### src/rtl/bbox_scan.sv
// bbox_scan: walks every pixel of an integer bounding box in raster order
// (x fastest, then y) and hands one coordinate per valid/ready handshake to
// the edge-function stage. Ends each box with pix_last on the final pixel,
// a one-cycle done pulse and the number of pixels emitted.
//
// Handshakes (both ports): a transfer happens on a rising clk edge where
// valid && ready are both high. The producer holds valid and its payload
// stable until that edge and never retracts valid early; the consumer may
// raise or lower ready freely. bbox_ready is high only in IDLE, and
// bbox_valid/bbox_* are ignored whenever bbox_ready is low.
module bbox_scan #(
  parameter int COORD_W    = 16,
  parameter int SCREEN_MAX = 255
) (
  input  logic               clk,
  input  logic               rst_n,
  input  logic               bbox_valid,
  output logic               bbox_ready,
  input  logic [COORD_W-1:0] bbox_x_min,
  input  logic [COORD_W-1:0] bbox_x_max,
  input  logic [COORD_W-1:0] bbox_y_min,
  input  logic [COORD_W-1:0] bbox_y_max,
  output logic               pix_valid,
  input  logic               pix_ready,
  output logic [COORD_W-1:0] pix_x,
  output logic [COORD_W-1:0] pix_y,
  output logic               pix_last,
  output logic               done,
  output logic [16:0]        pix_count
);

  localparam logic [COORD_W-1:0] SCREEN_LIM = COORD_W'(SCREEN_MAX);

  // State register is named plainly so checkers can bind to dut.state.
  typedef enum logic [1:0] {
    ST_IDLE = 2'd0,
    ST_SCAN = 2'd1,
    ST_DONE = 2'd2
  } state_t;

  state_t state;

  // Latched (clamped) bounds of the box being scanned.
  logic [COORD_W-1:0] x_min_q;
  logic [COORD_W-1:0] x_max_q;
  logic [COORD_W-1:0] y_min_q;
  logic [COORD_W-1:0] y_max_q;

  // Clamped view of the incoming box.
  logic [COORD_W-1:0] in_x_min;
  logic [COORD_W-1:0] in_x_max;
  logic [COORD_W-1:0] in_y_min;
  logic [COORD_W-1:0] in_y_max;
  logic               in_empty;

  logic at_x_end;
  logic at_y_end;
  logic pix_fire;

  function automatic logic [COORD_W-1:0] clamp_coord(input logic [COORD_W-1:0] v);
    return (v > SCREEN_LIM) ? SCREEN_LIM : v;
  endfunction

  // Clamp the offered box to the screen and classify it as empty or not.
  always_comb begin
    in_x_min = clamp_coord(bbox_x_min);
    in_x_max = clamp_coord(bbox_x_max);
    in_y_min = clamp_coord(bbox_y_min);
    in_y_max = clamp_coord(bbox_y_max);
    in_empty = (in_x_min > in_x_max) || (in_y_min > in_y_max);
  end

  // Position of the current pixel relative to the latched box edges.
  always_comb begin
    at_x_end = (pix_x == x_max_q);
    at_y_end = (pix_y == y_max_q);
    pix_fire = pix_valid && pix_ready;
    // Gated by pix_valid so it reads 0 out of reset and between boxes.
    pix_last = pix_valid && at_x_end && at_y_end;
  end

  // Scan FSM with registered handshake outputs, coordinates and count.
  always_ff @(posedge clk or negedge rst_n) begin
    if (!rst_n) begin
      state      <= ST_IDLE;
      bbox_ready <= 1'b1;
      pix_valid  <= 1'b0;
      done       <= 1'b0;
      pix_x      <= '0;
      pix_y      <= '0;
      pix_count  <= '0;
      x_min_q    <= '0;
      x_max_q    <= '0;
      y_min_q    <= '0;
      y_max_q    <= '0;
    end else begin
      unique case (state)
        ST_IDLE: begin
          if (bbox_valid) begin
            x_min_q    <= in_x_min;
            x_max_q    <= in_x_max;
            y_min_q    <= in_y_min;
            y_max_q    <= in_y_max;
            pix_count  <= '0;
            bbox_ready <= 1'b0;
            if (in_empty) begin
              // Nothing to emit: report completion straight away.
              state <= ST_DONE;
              done  <= 1'b1;
            end else begin
              state     <= ST_SCAN;
              pix_valid <= 1'b1;
              pix_x     <= in_x_min;
              pix_y     <= in_y_min;
            end
          end
        end

        ST_SCAN: begin
          if (pix_fire) begin
            pix_count <= pix_count + 17'd1;
            if (at_x_end && at_y_end) begin
              // Coordinates are left on the last pixel; only valid drops.
              state     <= ST_DONE;
              pix_valid <= 1'b0;
              done      <= 1'b1;
            end else if (at_x_end) begin
              pix_x <= x_min_q;
              pix_y <= pix_y + COORD_W'(1);
            end else begin
              pix_x <= pix_x + COORD_W'(1);
            end
          end
        end

        ST_DONE: begin
          state      <= ST_IDLE;
          done       <= 1'b0;
          bbox_ready <= 1'b1;
        end

        default: begin
          state      <= ST_IDLE;
          bbox_ready <= 1'b1;
          pix_valid  <= 1'b0;
          done       <= 1'b0;
        end
      endcase
    end
  end

endmodule
### config.mk
export PLATFORM = sky130hd
export DESIGN_NAME = bbox_scan
export DESIGN_NICKNAME = d
export VERILOG_FILES = /design/src/rtl/bbox_scan.sv
export SDC_FILE = /design/constraint.sdc
export NUM_CORES = 1
export LEC_CHECK = 0
export ABC_AREA = 1
export BUFFER_PORTS_ARGS = -buffer_cell sky130_fd_sc_hd__clkbuf_2
export CAP_MARGIN = 20
export CORE_MARGIN = 2
export CORE_UTILIZATION = 52
export DETAILED_ROUTE_END_ITERATION = 8
export PLACE_DENSITY_LB_ADDON = 0.2
export SLEW_MARGIN = 20
export SYNTH_ARGS = -nofsm -noshare
export SYNTH_HDL_FRONTEND = slang
export SYNTH_SLANG_ARGS = --single-unit
export TNS_END_PERCENT = 10
### constraint.sdc
create_clock -name clk -period 3 [get_ports clk]
set_clock_uncertainty 0.1 [all_clocks]
set_input_delay 0.75 -clock clk [delete_from_list [all_inputs] [get_ports clk]]
set_output_delay 0.75 -clock clk [all_outputs]
set_load 0.03 [all_outputs]
Word-level counts from Yosys, hierarchy flattened
Cells that the tools add are included.
- register bits after elaboration: 102
- latch bits: 0
- RAM bits: 0
- memory bits (read-only): 0
- bits of input ports: 68
- output and inout bits: 53
- logic and storage cells: 83
- memories: 0
- add/subtract/negate cells: 3
- multiply operators: 0
- divide/modulo/power cells: 0
- magnitude comparators: 6
- equality and inequality tests: 11
- shifts and indexed selects: 0
- multiplexer cells: 36
- bitwise logic cells: 2
- reductions and logical operators: 15
- operator list (cell ; count):
    16-bit 2-to-1 mux ; 14
    16-bit by 8-bit > comparator with 1-bit output, second input constant ; 4
    16-bit one-hot mux with 2 select lines ; 2
    17-bit 2-to-1 mux ; 2
    17-bit one-hot mux with 2 select lines ; 1
    16-bit by 1-bit adder with 16-bit output, second input constant ; 2
    16-bit == test ; 2
    16-bit > comparator ; 2
    17-bit by 1-bit adder with 17-bit output, second input constant ; 1
    2-bit inequality test, second input constant ; 7
    5-bit AND reduction ; 2
    1-bit 2-to-1 mux ; 9
    2-bit 2-to-1 mux ; 4
    3-bit AND reduction ; 2
    6-bit AND reduction ; 1
    1-bit logical AND ; 4
    1-bit one-hot mux with 2 select lines ; 2
    2-bit one-hot mux with 2 select lines ; 1
    2-bit AND reduction ; 2
    4-bit AND reduction ; 1
    1-bit one-hot mux with 3 select lines ; 1
    2-bit by 1-bit == test with 1-bit output, second input constant ; 1
    2-bit == test, second input constant ; 1
    2-bit zero test ; 1
    3 further kinds ; 4

Depth between registers and ports, before layout
Gate-level depths: netlist of the first run.
- depth after elaboration: 7
- gate-level depth with buffers: 20
- mapped depth without buffers: 19

Worst setup path after synthesis of the first run
No wires, ideal clock.
- path kind: input to register
- start point: in bbox_x_min[14]
- end point: reg pix_x[10]
- setup time: 0.067 ns
- arrival time: 2.893 ns
- required time: 2.833 ns
- setup slack: -0.059 ns
- cell stages on the path: 15
- path buffers: 1
- path through: nor4_1 > nand2_1 > or2_2 > ha_1 > a21o_1 > nor2_1 > nand2_1 > nand2_1 > nand2_1 > nand2_1 > nand2_1 > nand2_2 > clkbuf_1 > nand4_1 > nand2_1
- cells in the longest elaborated chain, start to end: 6
- elaborated cells on any way between the ends: 9
- those cells by class: order compare: 2; eq/ne: 1; mux: 4; reduce/logical: 2
- RTL lines (what ; line ; text):
    start, declared ; 19 ; input logic [COORD_W-1:0] bbox_x_min,
    16-bit by 8-bit > comparator with 1-bit output ; 61 ; return (v > SCREEN_LIM) ? SCREEN_LIM : v;
    16-bit 2-to-1 mux ; 61 ;
    net in_x_min[7] ; 50 ; logic [COORD_W-1:0] in_x_min;
    16-bit > comparator ; 70 ; in_empty = (in_x_min > in_x_max) || (in_y_min > in_y_max);
    1-bit logical OR ; 70 ;
    2-bit inequality test (no source line) ; n/a ;
    5-bit AND reduction (no source line) ; n/a ;
    end signal, assigned ; 113 ; pix_x <= in_x_min;
    end signal, assigned ; 128 ; pix_x <= x_min_q;
    end signal, assigned ; 131 ; pix_x <= pix_x + COORD_W'(1);
    end, declared ; 25 ; output logic [COORD_W-1:0] pix_x,
The timed path passes the listed nets, and every way through them passes these cells. The select of a mux whose other input is x is not followed.
A chain may end at the register's enable or synchronous reset.

Worst setup path in the final report of the first run
- start point: reg pix_x[8]
- end point: out pix_last
- cells in the longest elaborated chain, start to end: 3
- RTL lines (what ; line ; text):
    16-bit == test ; 75 ; at_x_end = (pix_x == x_max_q);
    1-bit logical AND (2 in series) ; 79 ; pix_last = pix_valid && at_x_end && at_y_end;
    end, declared ; 27 ; output logic pix_last,
No other way between the ends.

==> flow_summary.yaml, run 1 <==
outcome:
  status: "finished clean"
route:
  wl_per_cell_um: 13.14
  vias: 6893
  firstDrtPassIters: 5
  vias_per_cell: 5.095
  drt_iter0_drc: 548
  wirelength_um: 17780
  drtAntennaViolNets: 0
  drc_errors: 0
sta:
  slew_headroom: 0.4459
  fmax_ghz: 0.3473
  slew_viol_final: 0
  setup_tns_ns: 0
  hold_violations: 0
  max_slew.worst_pin.slew_ns: 0.8291
  fin_crit_sh: 0.9599
  fin_crit_ns: 2.880
  setup_viol: 0
logic_synthesis:
  synth_edf_count: 0
  ys_seq_area_frac: 0.3718
  synth_area_mm2: 0.006868
  synth_async_sr_flop_share: 1.000
  synth.largest_area_cell: "dfrtp_1"
  synth_cell_types: 39
  synth_area_per_cell_um2: 6.909
  synth_top_area_share: 0.3680
  ys_ff_latch: 102
  synthTopCellsByArea: "dfrtp_1, nand2_1, nor2_1"
  yosysWarnings: 0
  synthCells: 994
  synthFlopType: "dfrtp_1"
clock_tree:
  ctsHoldBuffers: 0
  clockRootBuffer: "clkbuf_16"
  clkSinkCount: 102
  clk_path_buf_depth: 2
  clkTransAtPathRegs_ns: 0.07
  htreeDepth: 3
  cts_tree: "done"
  clk_latency_ns: 0.35
  cts_buffers: 9
grt:
  grt_max_degree: 53
  overflow: 0
  grt_pass1_vias: 6445
  track_usage: 0.2581
  grt_pass1_wl_um: 30020
  antenna_found_initial: 0
layout:
  diodes: 0
  drive_gt1_frac: 0.2303
  syn_to_final_growth_pct: 25.34
  multi_input_area_mm2: 0.004055
  fill_cells: 1149
  final_nets: 1280
  seq_area_mm2: 0.002564
  final_cell_mix: "nand2_1, clkbuf_2, nor2_1, inv_1, dfrtp_1"
  layout_commonest_cell: "nand2_1"
die:
  chipWidth_um: 118.9
  die_area_mm2: 0.01414
  initial_core_util: 0.5377
  core.rowCount: 41
  core_area_mm2: 0.01277
  die_h_um: 118.9
  pin_count: 121
job:
  drv_cap: 0
pwr:
  p_leak_nw: 4.577
  p_total_w: 0.005559
  peakVddDrop_mv: 0.5733
  powerDensity_mw_per_mm2: 645.7
critical_path:
  setup.worst_path.start_class: "register"
  criticalPathCategory: "reg2out"
  crit_path_end_kind: "output port"
  crit_path_start: "pix_x[8]$_DFFE_PN0P_"
  reg2reg_slack_ns: 0.63
  cp.required_ns: 2.15
  crit_arrival_ns: 2.03
  r2r_start: "state[1]$_DFFE_PN0P_"
  cp_max_fo: 10
placement:
  io_buffers: 120
  place_congestion: 0.8680
  dp_hpwl_um: 12980
worst_hold_path:
  hold_class: "in2async"
-- state kept, by name, indices dropped and copies added, names as in the netlist --
register / count
bbox_ready: 1
state: 2
y_max_q: 16
x_max_q: 16
done: 1
pix_x: 16
x_min_q: 16
pix_y: 16
pix_count: 17
pix_valid: 1
-- final timing paths --
| check | end | depth (start not counted) |
|---|---|---|
| worst max-delay path | pix_last | 11 |
| worst min-delay path | y_max_q[12]$_DFFE_PN0P_ | 1 |
| worst max register to register | pix_count[16]$_DFFE_PN0P_ | 10 |
| worst min register to register | bbox_ready$_DFFE_PN1P_ | 2 |
| max in group asynchronous | bbox_ready$_DFFE_PN1P_ | 2 |
| min in group clk | bbox_ready$_DFFE_PN1P_ | 2 |
-- critical path: stages, from the launching register on --
cell     delay [ns]
dfrtp_2        0.45
inv_2          0.08
nand2_1        0.06
nand2_1        0.06
nor2_2         0.13
inv_2          0.05
nor2_2         0.11
nand2_2        0.10
nor2_8         0.22
nand2_4        0.12
nor2_1         0.09
buf_2          0.20
-- power breakdown --
part / leakage, nW / switching (W) / internal [W]
combinational: 3.16 / 0.00132 / 0.000761
clock: 0.141 / 0.000525 / 0.000667
sequential: 1.28 / 0.000434 / 0.00185
-- layer usage --
| layer | part of all wire | GRT usage | wire (um) | vias up |
|---|---|---|---|---|
| met4 | 0.015 | 0.06622 | 262 | 0 |
| met2 | 0.47 | 0.4242 | 8355 | 177 |
| met5 | 0 | 0 | 0 | - |
| met3 | 0.057 | 0.05556 | 1007 | 23 |
| met1 | 0.46 | 0.3469 | 8159 | 3196 |
| li1 | - | - | - | 3497 |
-- per-stage QoR --
step / util / instance area (um^2) / instances / hold slack (ns) / worst slack, ns
final: 0.6739 / 8608 / 1353 / 0.2035 / 0.1204
after global routing: 0.6739 / 8608 / 1353 / 0.2166 / -0.02117
after CTS: 0.6520 / 8328 / 1350 / 0.2061 / 0.04719
after detailed placement: 0.6287 / 8030 / 1335 / 0.3800 / -0.3196
after global placement: 0.6287 / 8030 / 1335 / 0.3641 / -0.2189
after floorplan: - / 6989 / 1024 / 0.3530 / 0.02785
-- synth_stat cells, types with 12 or more instances --
cell type / n
dfrtp_1: 101
inv_1: 106
xor2_1: 14
nand3_1: 63
o21ai_0: 38
a21oi_1: 31
or2_2: 16
nand4_1: 32
nand2_1: 314
nor2_1: 121
nor3_1: 20
ha_1: 35
clkbuf_1: 15
xnor2_1: 15
inv_2: 12
-- cells by family (layout without fill, tap and decap cells) --
logic type / after synthesis / count (layout) / share of synthesized area
AND/OR/NAND/NOR: 596 / 597 / 0.3777
buffers and inverters: 149 / 305 / 0.08617
flip-flops: 102 / 102 / 0.3718
AO/OA/AOI/OAI: 81 / 81 / 0.06249
adder cells (fa/ha/maj): 35 / 35 / 0.06376
XOR/XNOR: 29 / 29 / 0.03698
other: 2 / 32 / 0.001094
-- timing repair --
action | CTS | global route
setup endpoints to repair | 0 | 37
resized for setup | 0 | 57
setup buffers | 0 | 1
-- cell type report --
class | count | share of cell area
clock buffers | 10 | 0.02776
multi-input cells | 774 | 0.4711
clock inverters | 5 | 0.006831
inverters | 122 | 0.05320
flip-flops and latches | 102 | 0.2978
well taps | 172 | 0.02500
repair buffers | 168 | 0.1183
Power figures use the tool's default switching activity.
==> run 2: changes to the inputs <==
--- a/config.mk
+++ b/config.mk
@@ -5,7 +5,6 @@
 export SDC_FILE = /design/constraint.sdc
 export NUM_CORES = 1
 export LEC_CHECK = 0
-export ABC_AREA = 1
 export BUFFER_PORTS_ARGS = -buffer_cell sky130_fd_sc_hd__clkbuf_2
 export CAP_MARGIN = 20
 export CORE_MARGIN = 2
==> flow_summary.yaml, run 2 <==
outcome:
  status: "finished with violations"
  violations: "negative setup slack"
clock_tree:
  cts_buffers: 9
  clkTransAtPathRegs_ns: 0.07
  htreeDepth: 3
  clk_path_buf_depth: 2
  clk_latency_ns: 0.34
  clkSinkCount: 102
  clockRootBuffer: "clkbuf_16"
  cts_tree: "done"
logic_synthesis:
  synth_area_mm2: 0.005991
  ys_seq_area_frac: 0.4263
  synthCells: 652
  synthFlopType: "dfrtp_1"
  synth_cell_types: 51
  synth_commonest_cells: "dfrtp_1, nor2_1, o21ai_0"
  ys_ff_latch: 102
  synth_edf_count: 0
  synth_async_sr_flop_share: 1.000
  synth_top_area_share: 0.4219
  synth.most_common_cell: "dfrtp_1"
  synth.largest_area_cell: "dfrtp_1"
  synthTopCellsByArea: "dfrtp_1, ha_1, xnor2_1"
  synth_area_per_cell_um2: 9.188
  yosysWarnings: 0
placement:
  dp_hpwl_um: 11630
  post-place-ws_ns: -0.6837
  place_congestion: 0.8112
  dpl_cell_area_mm2: 0.007238
  dp.cells: 961
  io_buffers: 120
sta:
  hold_ws_ns: 0.2694
  worst_slack_ns: -0.2700
  rsz0062_at_grt: "yes"
  fin_crit_sh: 1.090
  hold_violations: 0
  fin_crit_ns: 3.270
  setup_viol: 35
  max_slew.worst_pin.slew_ns: 0.5717
  slew_viol_final: 0
  fmax_ghz: 0.3058
  setup_tns_ns: -6.525
  slew_headroom: 0.6189
die:
  chipWidth_um: 111.3
  die_area_mm2: 0.01240
  pin_count: 121
  core_area_mm2: 0.01132
  initial_core_util: 0.5292
  die_h_um: 111.3
  core.rowCount: 39
critical_path:
  crit_buf_inv: 3
  rr_worst_depth: 7
  r2r_start: "pix_x[11]$_DFFE_PN0P_"
  crit_path_end_kind: "register"
  cp_slowest_cell: "nor4_1"
  crit_family: "simple AND/OR/NAND/NOR gates"
  path_cells: "clkbuf_2, nor4_1, nand2_1, buf_4, nor2_1, ha_1, nand4_1, nor4_2, or3_1, a31o_4, o211ai_4, buf_12, a211oi_1, a21o_1"
  reg2reg_slack_ns: 0.36
  crit_arrival_ns: 3.40
  setup.worst_path.start_class: "input pin"
  worst_path_largest_cell_delay_ns: 0.34
  cp_max_fo: 11
  criticalPathCategory: "in2reg"
  r2r-end: "pix_y[7]$_DFFE_PN0P_"
  cp.required_ns: 3.13
layout:
  top_register: "pix_count"
  final_nets: 941
  layout.cells.non_filler: 986
  fill_cells: 892
  drive_gt1_frac: 0.3132
  final_cell_mix: "clkbuf_2, dfrtp_1, nor2_1, nand2_1, buf_4"
  diodes: 0
  syn_to_final_growth_pct: 31.14
  largest_register_ffs: 17
  final_area_mm2: 0.007856
  layout_commonest_cell: "clkbuf_2"
route:
  drtAntennaViolNets: 0
  vias: 5606
  vias_per_cell: 5.686
  drt_iter0_drc: 420
  wirelength_um: 16120
  drc_errors: 0
  wl_per_cell_um: 16.35
  firstDrtPassIters: 4
grt:
  grt_pass1_wl_um: 26390
  grt_pass1_vias: 5540
  grt_max_degree: 66
  antenna_found_initial: 0
  overflow: 0
  track_usage: 0.2573
worst_hold_path:
  hold_class: "in2async"
pwr:
  powerDensity_mw_per_mm2: 697.4
  p_leak_nw: 3.589
  peakVddDrop_mv: 0.4330
job:
  drv_cap: 0
[run 2: cell count changes after synthesis, sizes merged, moves of 12 or more]
cell	delta
inv	-109
nand3	-38
o21ai	+12
nand2	-270
and2	+28
xnor2	+22
nor2	-66
[run 2: layer usage]
metal | vias up | GRT usage | share of wire
met5 | - | 0 | 0
met4 | 0 | 0.08148 | 0.014
met3 | 17 | 0.03048 | 0.050
met2 | 178 | 0.4374 | 0.49
met1 | 2730 | 0.3476 | 0.44
li1 | 2681 | - | -
[run 2: kinds of logic (layout without fill, tap and decap cells)]
logic type / Yosys count / after routing / share of synthesized area
multiplexers: 14 / 14 / 0.02569
AO/OA/AOI/OAI: 144 / 145 / 0.1431
AND/OR/NAND/NOR: 268 / 268 / 0.2312
XOR/XNOR: 51 / 51 / 0.07582
adder cells (fa/ha/maj): 35 / 35 / 0.07310
buffers and inverters: 36 / 196 / 0.02360
other: 2 / 32 / 0.001254
flip-flops: 102 / 102 / 0.4263
[run 2: cell type report]
cell class	instances	area (um^2)	area share
multi-input cells	545	3772	0.4802
flip-flops and latches	102	2554	0.3251
repair buffers	171	1018	0.1296
clock buffers	9	225.2	0.02867
well taps	143	178.9	0.02277
clock inverters	7	73.82	0.009396
inverters	9	33.78	0.004300
[run 2: repair_timing]
item / 4_1_cts / 5_1_grt
endpoints found under the hold margin: 0 / 0
pin swaps: 7 / 7
setup endpoints to repair: 37 / 37
setup buffers: 5 / 3
gates resized for setup: 23 / 28
hold buffers: 0 / 0
gates cloned: 1 / 0
[run 2: power breakdown]
part	switching [W]	leakage [nW]	internal (W)
Combinational	0.00141	2.17	0.000869
Sequential	0.000372	1.28	0.00165
Clock	0.000531	0.146	0.000650
Total	0.00231	3.59	0.00316
[run 2: how the worst max path moves through the flow]
| stage | start | to | slack [ns] | depth (start not counted) |
|---|---|---|---|---|
| floorplan | bbox_y_min[11] | pix_x[3]$_DFFE_PN0P_ | -0.21 | 12 |
| global placement | bbox_x_min[8] | pix_x[3]$_DFFE_PN0P_ | -0.57 | 14 |
| detailed placement | bbox_x_min[14] | pix_x[3]$_DFFE_PN0P_ | -0.68 | 14 |
| CTS | bbox_x_min[14] | pix_y[0]$_DFFE_PN0P_ | -0.12 | 14 |
| global route | bbox_y_max[11] | pix_x[14]$_DFFE_PN0P_ | -0.38 | 14 |
| finish | bbox_y_max[11] | pix_x[4]$_DFFE_PN0P_ | -0.27 | 14 |
[run 2: through the flow]
step / power, W / utilization
finish: 0.005479 / 0.6940
global route: 0.005760 / 0.6940
CTS: 0.005376 / 0.6808
detailed placement: 0.004113 / 0.6394
global placement: 0.004050 / 0.6394
floorplan: 0.003441 / -
==> run 3: changes to the inputs <==
--- a/config.mk
+++ b/config.mk
@@ -10,7 +10,8 @@
 export CORE_MARGIN = 2
 export CORE_UTILIZATION = 52
 export DETAILED_ROUTE_END_ITERATION = 8
-export PLACE_DENSITY_LB_ADDON = 0.2
+export PLACE_DENSITY = 0.76
+export SKIP_LAST_GASP = 1
 export SLEW_MARGIN = 20
 export SYNTH_ARGS = -nofsm -noshare
 export SYNTH_HDL_FRONTEND = slang
==> flow_summary.yaml, run 3 (synthesis gave the netlist of run 2 again) <==
clock_tree:
  clockRootBuffer: "clkbuf_16"
  clkTransAtPathRegs_ns: 0.07
  clk_path_buf_depth: 2
  clkSinkCount: 102
  cts_buffers: 9
  cts_tree: "done"
  clk_latency_ns: 0.35
  htreeDepth: 3
  ctsHoldBuffers: 0
die:
  pin_count: 121
  core.rowCount: 39
  die_area_mm2: 0.01240
  core_area_mm2: 0.01132
  die_h_um: 111.3
  initial_core_util: 0.5292
  chipWidth_um: 111.3
grt:
  grt_pass1_wl_um: 26100
  antenna_found_initial: 0
  grt_use_met2: 0.4289
  grt_pass1_vias: 5451
  top_usage_layer: "met2"
  track_usage: 0.2537
  grt_use_met3: 0.03157
  grt_util_met1: 0.3406
  grt_max_degree: 57
  overflow: 0
pwr:
  p_leak_nw: 3.555
  peakVddDrop_mv: 0.5053
  p_total_w: 0.005409
  powerDensity_mw_per_mm2: 698.6
critical_path:
  rr_worst_depth: 7
  criticalPathCategory: "in2reg"
  cp_slowest_cell: "a2111o_1"
  r2r_start: "pix_x[10]$_DFFE_PN0P_"
  setup.worst_path.start_class: "input pin"
  crit_path_end_kind: "register"
  crit_arrival_ns: 3.40
  reg2reg_slack_ns: 0.36
  path_cells: "clkbuf_2, nor4_4, nand2_2, or2_2, ha_1, o211ai_1, a2111o_1, a31o_4, o211ai_4, buf_6, mux2_4"
  cp_max_fo: 8
  worst_path_largest_cell_delay_ns: 0.46
  cp.required_ns: 3.13
  r2r-end: "pix_y[6]$_DFFE_PN0P_"
sta:
  fin_crit_sh: 1.088
  fmax_ghz: 0.3062
  slew_headroom: 0.5117
  rsz0062_at_grt: "yes"
  worst_slack_ns: -0.2655
  setup_viol: 34
  hold_violations: 0
  max_slew.worst_pin.slew_ns: 0.7324
  hold_ws_ns: 0.3559
  setup_tns_ns: -4.967
  fin_crit_ns: 3.265
  slew_viol_final: 0
route:
  drtAntennaViolNets: 0
  wirelength_um: 15680
  drt_iter0_drc: 589
  firstDrtPassIters: 5
  drc_errors: 0
  wl_per_cell_um: 15.98
  vias: 5572
  vias_per_cell: 5.680
outcome:
  status: "finished with violations"
  violations: "negative setup slack"
job:
  drv_cap: 0
placement:
  io_buffers: 120
  dp_hpwl_um: 11360
  dp.cells: 955
  place_congestion: 0.8559
layout:
  layout_commonest_cell: "clkbuf_2"
  drive_gt1_frac: 0.2924
  layout.cells.non_filler: 981
  diodes: 0
  syn_to_final_growth_pct: 29.24
  top_register: "pix_count"
  largest_register_ffs: 17
  final_nets: 936
  final_cell_mix: "clkbuf_2, dfrtp_1, nor2_1, nand2_1, o21ai_0"
worst_hold_path:
  hold_class: "in2async"
run 3: cell types whose count changed in the layout (fill, tap and decap cells not counted), sizes merged:
cell | before | now
buf | 52 | 49
clkbuf | 128 | 131
clkinv | 4 | 1
inv | 10 | 9
o211ai | 5 | 4
run 3: timing repair:
action / in CTS / in global routing
cloned: 0 / 0
setup endpoints to repair: 35 / 37
buffers inserted: 7 / 3
resized for setup: 24 / 22
pin swaps: 11 / 11
run 3: metrics by stage:
step	cell area (um^2)	utilization	setup slack, ns
6_report	7742	0.6839	-0.2655
5_1_grt	7742	0.6839	-0.3676
4_1_cts	7644	0.6752	-0.1431
3_5_place_dp	7181	0.6343	-0.7518
3_3_place_gp	7181	0.6343	-0.5487
2_1_floorplan	6227	-	-0.2113
run 3: area by class of cell:
| class | instances | area [um^2] |
|---|---|---|
| multi-input combinational | 544 | 3676 |
| fill | 847 | 3578 |
| sequential | 102 | 2554 |
| timing repair buffer | 167 | 997.2 |
| clock buffer | 13 | 260.3 |
| tap | 143 | 178.9 |
| clock inverter | 3 | 42.54 |
| inverter | 9 | 33.78 |
run 3: metal layers:
layer	up-vias	routed length, um
li1	2671	-
met1	2680	7104
met2	193	7568
met3	28	717
met4	0	285
met5	-	0
run 3: worst max-delay path by stage:
stage | start | endpoint | slack (ns) | depth (start not counted)
global placement | bbox_y_min[11] | pix_x[3]$_DFFE_PN0P_ | -0.55 | 13
finish | bbox_y_min[11] | pix_x[7]$_DFFE_PN0P_ | -0.27 | 11
detailed placement | bbox_x_min[8] | pix_x[2]$_DFFE_PN0P_ | -0.75 | 14
CTS | bbox_x_min[9] | pix_x[1]$_DFFE_PN0P_ | -0.14 | 15
floorplan | bbox_y_min[11] | pix_x[3]$_DFFE_PN0P_ | -0.21 | 12
global route | bbox_y_max[15] | pix_x[7]$_DFFE_PN0P_ | -0.37 | 13
run 3: report_power, final:
group	leakage (nW)	internal (W)	switching, W
registers	1.28	0.00165	0.000372
logic	2.13	0.000853	0.00135
clock network	0.146	0.000692	0.000494
run 3: critical path, delay by kind of cell:
| family | cells | cell delay [ns] |
|---|---|---|
| AOI/OAI and AO/OA | 4 | 1.02 |
| buffers and inverters | 2 | 0.26 |
| adders and majority gates | 1 | 0.35 |
| muxes | 1 | 0.28 |
| and+or+nand+nor | 3 | 0.74 |
